File: config.mk
export PLATFORM = sky130hd
export DESIGN_NAME = result_buffer
export DESIGN_NICKNAME = d
export VERILOG_FILES = /design/src/rtl/result_buffer.sv
export SDC_FILE = /design/constraint.sdc
export NUM_CORES = 1
export LEC_CHECK = 0
export ABC_AREA = 1
export ABC_CLOCK_PERIOD_IN_PS = 3300
export CAP_MARGIN = 10
export CORE_ASPECT_RATIO = 1.1
export CORE_MARGIN = 3
export CORE_UTILIZATION = 35
export DETAILED_ROUTE_END_ITERATION = 16
export PLACE_DENSITY = 0.63
export SYNTH_ARGS = -nofsm -noshare
export SYNTH_HDL_FRONTEND = slang
export SYNTH_SLANG_ARGS = --single-unit
File: constraint.sdc
create_clock -name clk -period 3.3 [get_ports clk]
set_clock_uncertainty 0.15 [all_clocks]
set_input_delay 0.66 -clock clk [delete_from_list [all_inputs] [get_ports clk]]
set_output_delay 0.66 -clock clk [all_outputs]
set_load 0.02 [all_outputs]
File: src/rtl/result_buffer.sv
// result_buffer: captures strobed ALU results into a small FIFO with a valid/ready
// output; an end-of-run strobe drains it. Optional feature macro: RESULT_ZERO_FLAG_EN.
module result_buffer #(
    parameter int unsigned DATA_W = 8,
    parameter int unsigned DEPTH  = 4,
    parameter int unsigned CNT_W  = 8
) (
    input  logic                   clk,
    input  logic                   reset,
    input  logic [DATA_W-1:0]      in_data,
    input  logic                   in_load,
    input  logic                   in_done,
    output logic [DATA_W-1:0]      out_data,
    output logic                   out_valid,
    input  logic                   out_ready,
    output logic                   full,
    output logic                   empty,
    output logic [$clog2(DEPTH):0] level,
    output logic                   overflow,
    output logic [CNT_W-1:0]       run_cnt,
`ifdef RESULT_ZERO_FLAG_EN
    output logic                   out_zero,
`endif
    output logic                   drained
);

    localparam int unsigned PTR_W = $clog2(DEPTH);
    localparam int unsigned LVL_W = PTR_W + 1;
`ifdef RESULT_ZERO_FLAG_EN
    localparam int unsigned ENT_W = DATA_W + 1;
`else
    localparam int unsigned ENT_W = DATA_W;
`endif

    typedef enum logic [1:0] {
        IDLE  = 2'd0,
        RUN   = 2'd1,
        DRAIN = 2'd2
    } state_e;

    state_e             state_q, state_d;
    logic [PTR_W-1:0]   wr_ptr_q, wr_ptr_d;
    logic [PTR_W-1:0]   rd_ptr_q, rd_ptr_d;
    logic [LVL_W-1:0]   level_q, level_d;
    logic               valid_q, valid_d;
    logic               full_q, full_d;
    logic               empty_q, empty_d;
    logic               overflow_q, overflow_d;
    logic [CNT_W-1:0]   run_cnt_q, run_cnt_d;
    logic               drained_q, drained_d;
    logic [ENT_W-1:0]   head_q, head_d;
    logic [ENT_W-1:0]   mem_q [DEPTH];

    logic               push_c;
    logic               pop_c;
    logic [ENT_W-1:0]   entry_c;

`ifdef RESULT_ZERO_FLAG_EN
    logic               zero_q, zero_d;
    assign entry_c = {in_data == '0, in_data};
`else
    assign entry_c = in_data;
`endif

    assign pop_c  = valid_q & out_ready;
    assign push_c = in_load & (state_q != DRAIN) & (~full_q | pop_c);

    always_comb begin
        state_d    = state_q;
        wr_ptr_d   = wr_ptr_q;
        rd_ptr_d   = rd_ptr_q;
        overflow_d = overflow_q;
        run_cnt_d  = run_cnt_q;
        drained_d  = 1'b0;

        if (push_c) begin
            wr_ptr_d = wr_ptr_q + PTR_W'(1);
            if (run_cnt_q != '1) begin
                run_cnt_d = run_cnt_q + CNT_W'(1);
            end
        end
        if (pop_c) begin
            rd_ptr_d = rd_ptr_q + PTR_W'(1);
        end
        if (in_load && (state_q != DRAIN) && full_q && !pop_c) begin
            overflow_d = 1'b1;
        end

        level_d = level_q + LVL_W'(push_c) - LVL_W'(pop_c);
        valid_d = (level_d != '0);
        empty_d = (level_d == '0);
        full_d  = (level_d == LVL_W'(DEPTH));

        // New head is the entry written this edge only when it lands at the read pointer
        if (push_c && (rd_ptr_d == wr_ptr_q)) begin
            head_d = entry_c;
        end else begin
            head_d = mem_q[rd_ptr_d];
        end

        case (state_q)
            IDLE: begin
                if (in_done) begin
                    state_d = DRAIN;
                end else if (in_load) begin
                    state_d = RUN;
                end
            end
            RUN: begin
                if (in_done) begin
                    state_d = DRAIN;
                end
            end
            DRAIN: begin
                if (level_d == '0) begin
                    state_d   = IDLE;
                    drained_d = 1'b1;
                    run_cnt_d = '0;
                end
            end
            default: state_d = IDLE;
        endcase

`ifdef RESULT_ZERO_FLAG_EN
        zero_d = head_d[DATA_W] & valid_d;
`endif
    end

    always_ff @(posedge clk) begin
        if (!reset) begin
            state_q    <= IDLE;
            wr_ptr_q   <= '0;
            rd_ptr_q   <= '0;
            level_q    <= '0;
            valid_q    <= 1'b0;
            full_q     <= 1'b0;
            empty_q    <= 1'b1;
            overflow_q <= 1'b0;
            run_cnt_q  <= '0;
            drained_q  <= 1'b0;
            head_q     <= '0;
`ifdef RESULT_ZERO_FLAG_EN
            zero_q     <= 1'b0;
`endif
        end else begin
            state_q    <= state_d;
            wr_ptr_q   <= wr_ptr_d;
            rd_ptr_q   <= rd_ptr_d;
            level_q    <= level_d;
            valid_q    <= valid_d;
            full_q     <= full_d;
            empty_q    <= empty_d;
            overflow_q <= overflow_d;
            run_cnt_q  <= run_cnt_d;
            drained_q  <= drained_d;
            head_q     <= head_d;
`ifdef RESULT_ZERO_FLAG_EN
            zero_q     <= zero_d;
`endif
        end
    end

    // Entry storage is deliberately left uncleared by reset
    always_ff @(posedge clk) begin
        if (push_c) begin
            mem_q[wr_ptr_q] <= entry_c;
        end
    end

    assign out_data  = head_q[DATA_W-1:0];
    assign out_valid = valid_q;
    assign full      = full_q;
    assign empty     = empty_q;
    assign level     = level_q;
    assign overflow  = overflow_q;
    assign run_cnt   = run_cnt_q;
    assign drained   = drained_q;
`ifdef RESULT_ZERO_FLAG_EN
    assign out_zero  = zero_q;
`endif

endmodule

Yosys cells after proc, flatten, opt, wreduce, memory -nomap -nowiden --
Memory sizes are Yosys's and may differ from the RTL's. A register that Yosys moved wholly into a read port is not among the register bits. Index checks and enable logic that the tools add are counted.
Storage, ports and cells: bits in registers 22, bits in writable memories 32, input bits 13, output and inout port bits 24, logic and storage cells 52, memories 1
Memories:
- mem_q | depth 4, width 8, rd ports 1, clocked after Yosys merged registers in 1, write ports 1, line 52 | logic [ENT_W-1:0] mem_q [DEPTH];
Operators by class: add/subtract/negate cells 5, eq/ne operators 8, mux-type cells 13, bitwise logic cells 5, reduce and logical (&&, ||, !) cells 10
Operators with widths (number):
- 2-to-1 mux 8 bit | 4
- 2-to-1 mux 2 bit | 5
- adder 8 x 1 -> 8 bit, second input constant | 1
- != test 8 bit, second input constant | 1
- != test 2 bit, second input constant | 3
- one-hot mux 2 bit (3 select lines) | 1
- adder 2 x 1 -> 2 bit, second input constant | 2
- adder 3 x 1 -> 3 bit | 1
- bitwise AND 1 bit | 3
- equality test 3 bit, second input constant | 1
- logical AND 1 bit | 3
- logical NOT 3 bit | 1
- 2-to-1 mux 1 bit | 3
- != test 3 bit, second input constant | 1
- AND reduction 3 bit | 1
- nonzero test 3 bit | 1
- subtractor 3 x 1 -> 3 bit | 1
- equality test 2 x 1 -> 1 bit, second input constant | 1
- equality test 2 bit, second input constant | 1
- logical NOT 1 bit | 2
- logical NOT 2 bit | 1
- AND reduction 2 bit | 1
- inverter 1 bit | 1
- bitwise OR 1 bit | 1

Longest topological paths before layout --
depth after elaboration 8, depth in mapped cells 16, gate-level depth less buffers 16

Worst setup path after synthesis --
No wires, ideal clock.
path kind input to register, start point input port out_ready, end point register run_cnt_q[0] (netlist: run_cnt[0]), setup time 121 ps, data arrival time 2620 ps, required time 3029 ps, path slack 409 ps, stages on the path 16, path buffers 0, cell sequence nand2_1 -> nand2_1 -> inv_2 -> nor2_4 -> inv_2 -> ha_1 -> inv_1 -> ha_1 -> fa_1 -> xor2_1 -> nand2_1 -> nand2_1 -> inv_1 -> nand3_1 -> nand2_1 -> nor2_1
Between the ends: word-level cells in the longest chain between the ends 8, elaborated cells on any way between the ends 9, those cells by class 2 x add/sub; 3 x mux; 3 x bitwise; 1 x reduce/logical
RTL lines:
- from (decl) | line 15 | input logic out_ready,
- bitwise AND 1 bit * | line 65 | assign pop_c = valid_q & out_ready;
- bitwise OR 1 bit | line 66 | assign push_c = in_load & (state_q != DRAIN) & (~full_q | pop_c);
- bitwise AND 1 bit | line 66
- adder 3 x 1 -> 3 bit | line 89 | level_d = level_q + LVL_W'(push_c) - LVL_W'(pop_c);
- subtractor 3 x 1 -> 3 bit | line 89
- logical NOT 3 bit | line 115 | if (level_d == '0) begin
- 2-to-1 mux 8 bit | line 115
- 2-to-1 mux 8 bit * | line 101 | case (state_q)
- to (signal assigned) | line 154 | run_cnt_q <= run_cnt_d;
- to (decl) | line 49 | logic [CNT_W-1:0] run_cnt_q, run_cnt_d;
Mark *: on every way between the ends. The rest lies on a longest branch, timed or not. A chain may end at the register's enable or synchronous reset.

Final worst setup path --
start point input port out_ready, end point register run_cnt_q[2] (netlist: run_cnt[2])
Same word-level chain as after synthesis.

==> out/summary.txt <==
maximum level of the CTS H-tree: 3
postcts setup bufs: 0
buffer levels on the longest clock path: 2
end-of-flow core utilization: 0.472
number of global-route vias before repair: 2248
Worst Path Arrival: 3.05 ns
cell-by-cell trace of the critical path: clkdlybuf4s50_1 -> nand2_1 -> nand2_1 -> inv_2 -> nor2_4 -> inv_2 -> ha_1 -> inv_1 -> ha_1 -> fa_1 -> xor2_1 -> nand2_1 -> nand2_1 -> inv_1 -> nand3_1 -> nand2_1 -> nor2_1
TritonCTS clock tree: yes
total area of multi-input combinational cells: 0.00103 sq mm
flip-flop and latch area: 0.00156 sq mm
final critical path time including I/O delays and setup: 2.98 ns
number of clock buffers inserted by TritonCTS: 9
max_cap viols: 0
Final Max Tran Viols: 0
routed vias/inst: 4.59
unrepaired setup endpoints after global routing: false
startpoint of the lowest-slack hold path: state_q[1]
fraction of synthesis flops using an asynchronous set or reset pin: 0
Critical Path Start Type: input pin
count of unique library cells instantiated by Yosys: 29
peak supply drop: 0.000557 V
Overflow after GRT: 0
first-pass GRT wire length: 10.5 mm
router iterations before antenna repair: 4
Area growth syn-to-layout: 28.6%
number of flip-flops and latches in the synthesized netlist: 62
Port Buffer Count: 36
Syn. warnings: 0
number of routed nets with antenna violations: 0
Avg Cell Area, Syn: 9.08 sq um
insertion delay to the later sink of the worst-skew pair: 0.34 ns
summed instance area of the synthesized netlist: 0.00279 sq mm
Ant. Diodes: 0
slew at the pin closest to its max-slew limit: 0.443 ns
maximum number of pins on one net before global-route repair: 15
Hold Slack: 0.303 ns
total die area: 0.00907 sq mm
leading register cell type out of synthesis: sky130_fd_sc_hd__edfxtp_1
crit-path most repeated cell: sky130_fd_sc_hd__nand2_1
relative slew slack: 0.704
number of gates given a new drive strength after cts: 0
number of vias after detailed routing: 2172
critical path start-end classification: in -> reg
CTS sink cnt: 62
share of the cycle needed by the critical path after routing: 0.902
number of inserted filler cells in the final layout: 761
share of post-route cells with drive strength above 1: 0.122
synthesized netlist net count: 328
number of enable flip-flop cells after synthesis: 32
DRC violation count after routing: 0
Post-layout nets: 384
horizontal die dimension: 91.1 microns
Crit-path slowest cell: sky130_fd_sc_hd__clkdlybuf4s50_1
Core ar.: 0.00760 sq mm
boundary pin count: 37
detailed placement HPWL: 4.09 mm
maximum fanout count along the critical path: 8
Syn Inst Count: 307
final RePlAce weighted congestion: 0.812
number of hold buffers added after cts: 0
source of the worst register-to-register timing path: out_valid
Crit. End Element: flip-flop
Leak Pwr: 1.54 nW
cell type contributing the most total cell area after synthesis: sky130_fd_sc_hd__edfxtp_1
vertical extent of the die: 99.6 microns
CTS clock-pin slew for the worst setup and hold paths: 0.07 ns
number of rows created at floorplan: 33
initial standard-cell utilization of the core: 0.367
outcome: finished clean
number of hold violations in the final report: 0
setup violators final: 0
CTS Root Buffer Type: sky130_fd_sc_hd__clkbuf_8
register area share after synthesis: 0.560
GRT Overall Usage: 0.146
Iter 0 DRT Violations: 142
buffers plus inverters on the worst setup path: 5
sum of routed wire length over all layers: 6.03 mm
fraction of post-synthesis cell area in the top cell type by area: 0.345
hold crit path type: reg -> reg
most used standard cells in the synthesized netlist: sky130_fd_sc_hd__nand2_1 (71), sky130_fd_sc_hd__inv_1 (40), sky130_fd_sc_hd__edfxtp_1 (32), sky130_fd_sc_hd__nor2_1 (32), sky130_fd_sc_hd__dfxtp_1 (30)
top-count cell post-synth: sky130_fd_sc_hd__nand2_1
largest incremental delay on the critical path: 0.48 ns
family with the most delay on the worst path: adder cells
highest achievable clock rate: 0.336 GHz
Critical Path RT: 3.37 ns
Cell Pwr Density: 817 mW/mm^2
mean routed wirelength per cell: 12.8 microns
number of antenna violations at the first check in global routing: 0
Critical Path Start: out_ready
leading post-synthesis cells by cell area: sky130_fd_sc_hd__edfxtp_1 (34%), sky130_fd_sc_hd__dfxtp_1 (22%), sky130_fd_sc_hd__nand2_1 (9.6%)
==> where the power goes <==
group	leakage, nW	switching [mW]	internal [mW]	total, mW
registers	0.540	0.0861	0.972	1.06
clock network	0.107	0.308	0.427	0.735
logic	0.890	0.657	0.478	1.13
==> cell usage in the layout (no fill, tap or decap), types with 2 or more instances in the layout <==
| cell type | synthesis | final |
|---|---|---|
| sky130_fd_sc_hd__o211ai_1 | 5 | 5 |
| sky130_fd_sc_hd__nand4_1 | 3 | 3 |
| sky130_fd_sc_hd__nand2_1 | 71 | 71 |
| sky130_fd_sc_hd__inv_1 | 40 | 40 |
| sky130_fd_sc_hd__buf_4 | 2 | 16 |
| sky130_fd_sc_hd__a21oi_1 | 8 | 8 |
| sky130_fd_sc_hd__xor2_1 | 4 | 4 |
| sky130_fd_sc_hd__xnor2_1 | 2 | 2 |
| sky130_fd_sc_hd__edfxtp_1 | 32 | 32 |
| sky130_fd_sc_hd__ha_1 | 7 | 7 |
| sky130_fd_sc_hd__inv_2 | 3 | 3 |
| sky130_fd_sc_hd__nand3_1 | 27 | 27 |
| sky130_fd_sc_hd__clkinv_4 | 0 | 2 |
| sky130_fd_sc_hd__o21ai_0 | 7 | 7 |
| sky130_fd_sc_hd__nand2_2 | 6 | 6 |
| sky130_fd_sc_hd__nand3b_1 | 12 | 12 |
| sky130_fd_sc_hd__nor4_1 | 2 | 2 |
| sky130_fd_sc_hd__clkdlybuf4s50_1 | 0 | 36 |
| sky130_fd_sc_hd__nor2_1 | 32 | 32 |
| sky130_fd_sc_hd__bufinv_16 | 0 | 2 |
| sky130_fd_sc_hd__dfxtp_1 | 30 | 30 |
| sky130_fd_sc_hd__clkbuf_8 | 0 | 9 |
==> sequential cells by signal, summed over array words and instances, names as in the netlist <==
name and flops:
out_valid 1, drained 1, out_data 8, rd_ptr_q 2, full 1, mem_q 32
wr_ptr_q 2, overflow 1, run_cnt 8, state_q 2, empty 1, level 3
==> cells by family (layout without fill, tap and decap cells) <==
kind of cell	after synthesis	after routing	share of synthesized area
AO/OA/AOI/OAI	22	22	0.0444
XOR/XNOR	6	6	0.0189
adder cells (fa/ha/maj)	8	8	0.0386
buffers and inverters	50	111	0.0709
flip-flops	62	62	0.560
AND/OR/NAND/NOR	159	159	0.267
==> worst paths after layout <==
path | cells after the start | slack, ns | to
min reg2reg | 1 | 0.30 | state_q[0]
min | 1 | 0.30 | state_q[0]
max | 17 | 0.32 | run_cnt[2]
max reg2reg | 16 | 0.71 | run_cnt[2]
==> cell type report <==
| cell class | count | share of cell area |
|---|---|---|
| flip-flops and latches | 62 | 0.436 |
| multi-input cells | 195 | 0.287 |
| repair buffers | 52 | 0.134 |
| inverters | 43 | 0.0450 |
| well taps | 105 | 0.0366 |
| clock buffers | 9 | 0.0346 |
| clock inverters | 7 | 0.0272 |
==> per-layer routing <==
metal | part of all wire | GRT usage
met1 | 0.45 | 0.170
met2 | 0.49 | 0.254
met3 | 0.051 | 0.0514
met4 | 0.0071 | 0.0429
met5 | 0 | 0
==> stage by stage <==
stage	power (mW)	setup TNS, ns	std cells	area [sq um]	setup WS [ns]
2_1_floorplan	1.76	0	307	2790	0.409
3_3_place_gp	2.20	-0.123	457	3360	-0.0216
3_5_place_dp	2.21	-0.256	457	3360	-0.0431
4_1_cts	2.96	0	473	3580	0.314
5_1_grt	3.15	0	473	3580	0.0579
6_report	2.93	0	473	3580	0.322
Note: power is estimated with default switching activity, not from simulation.
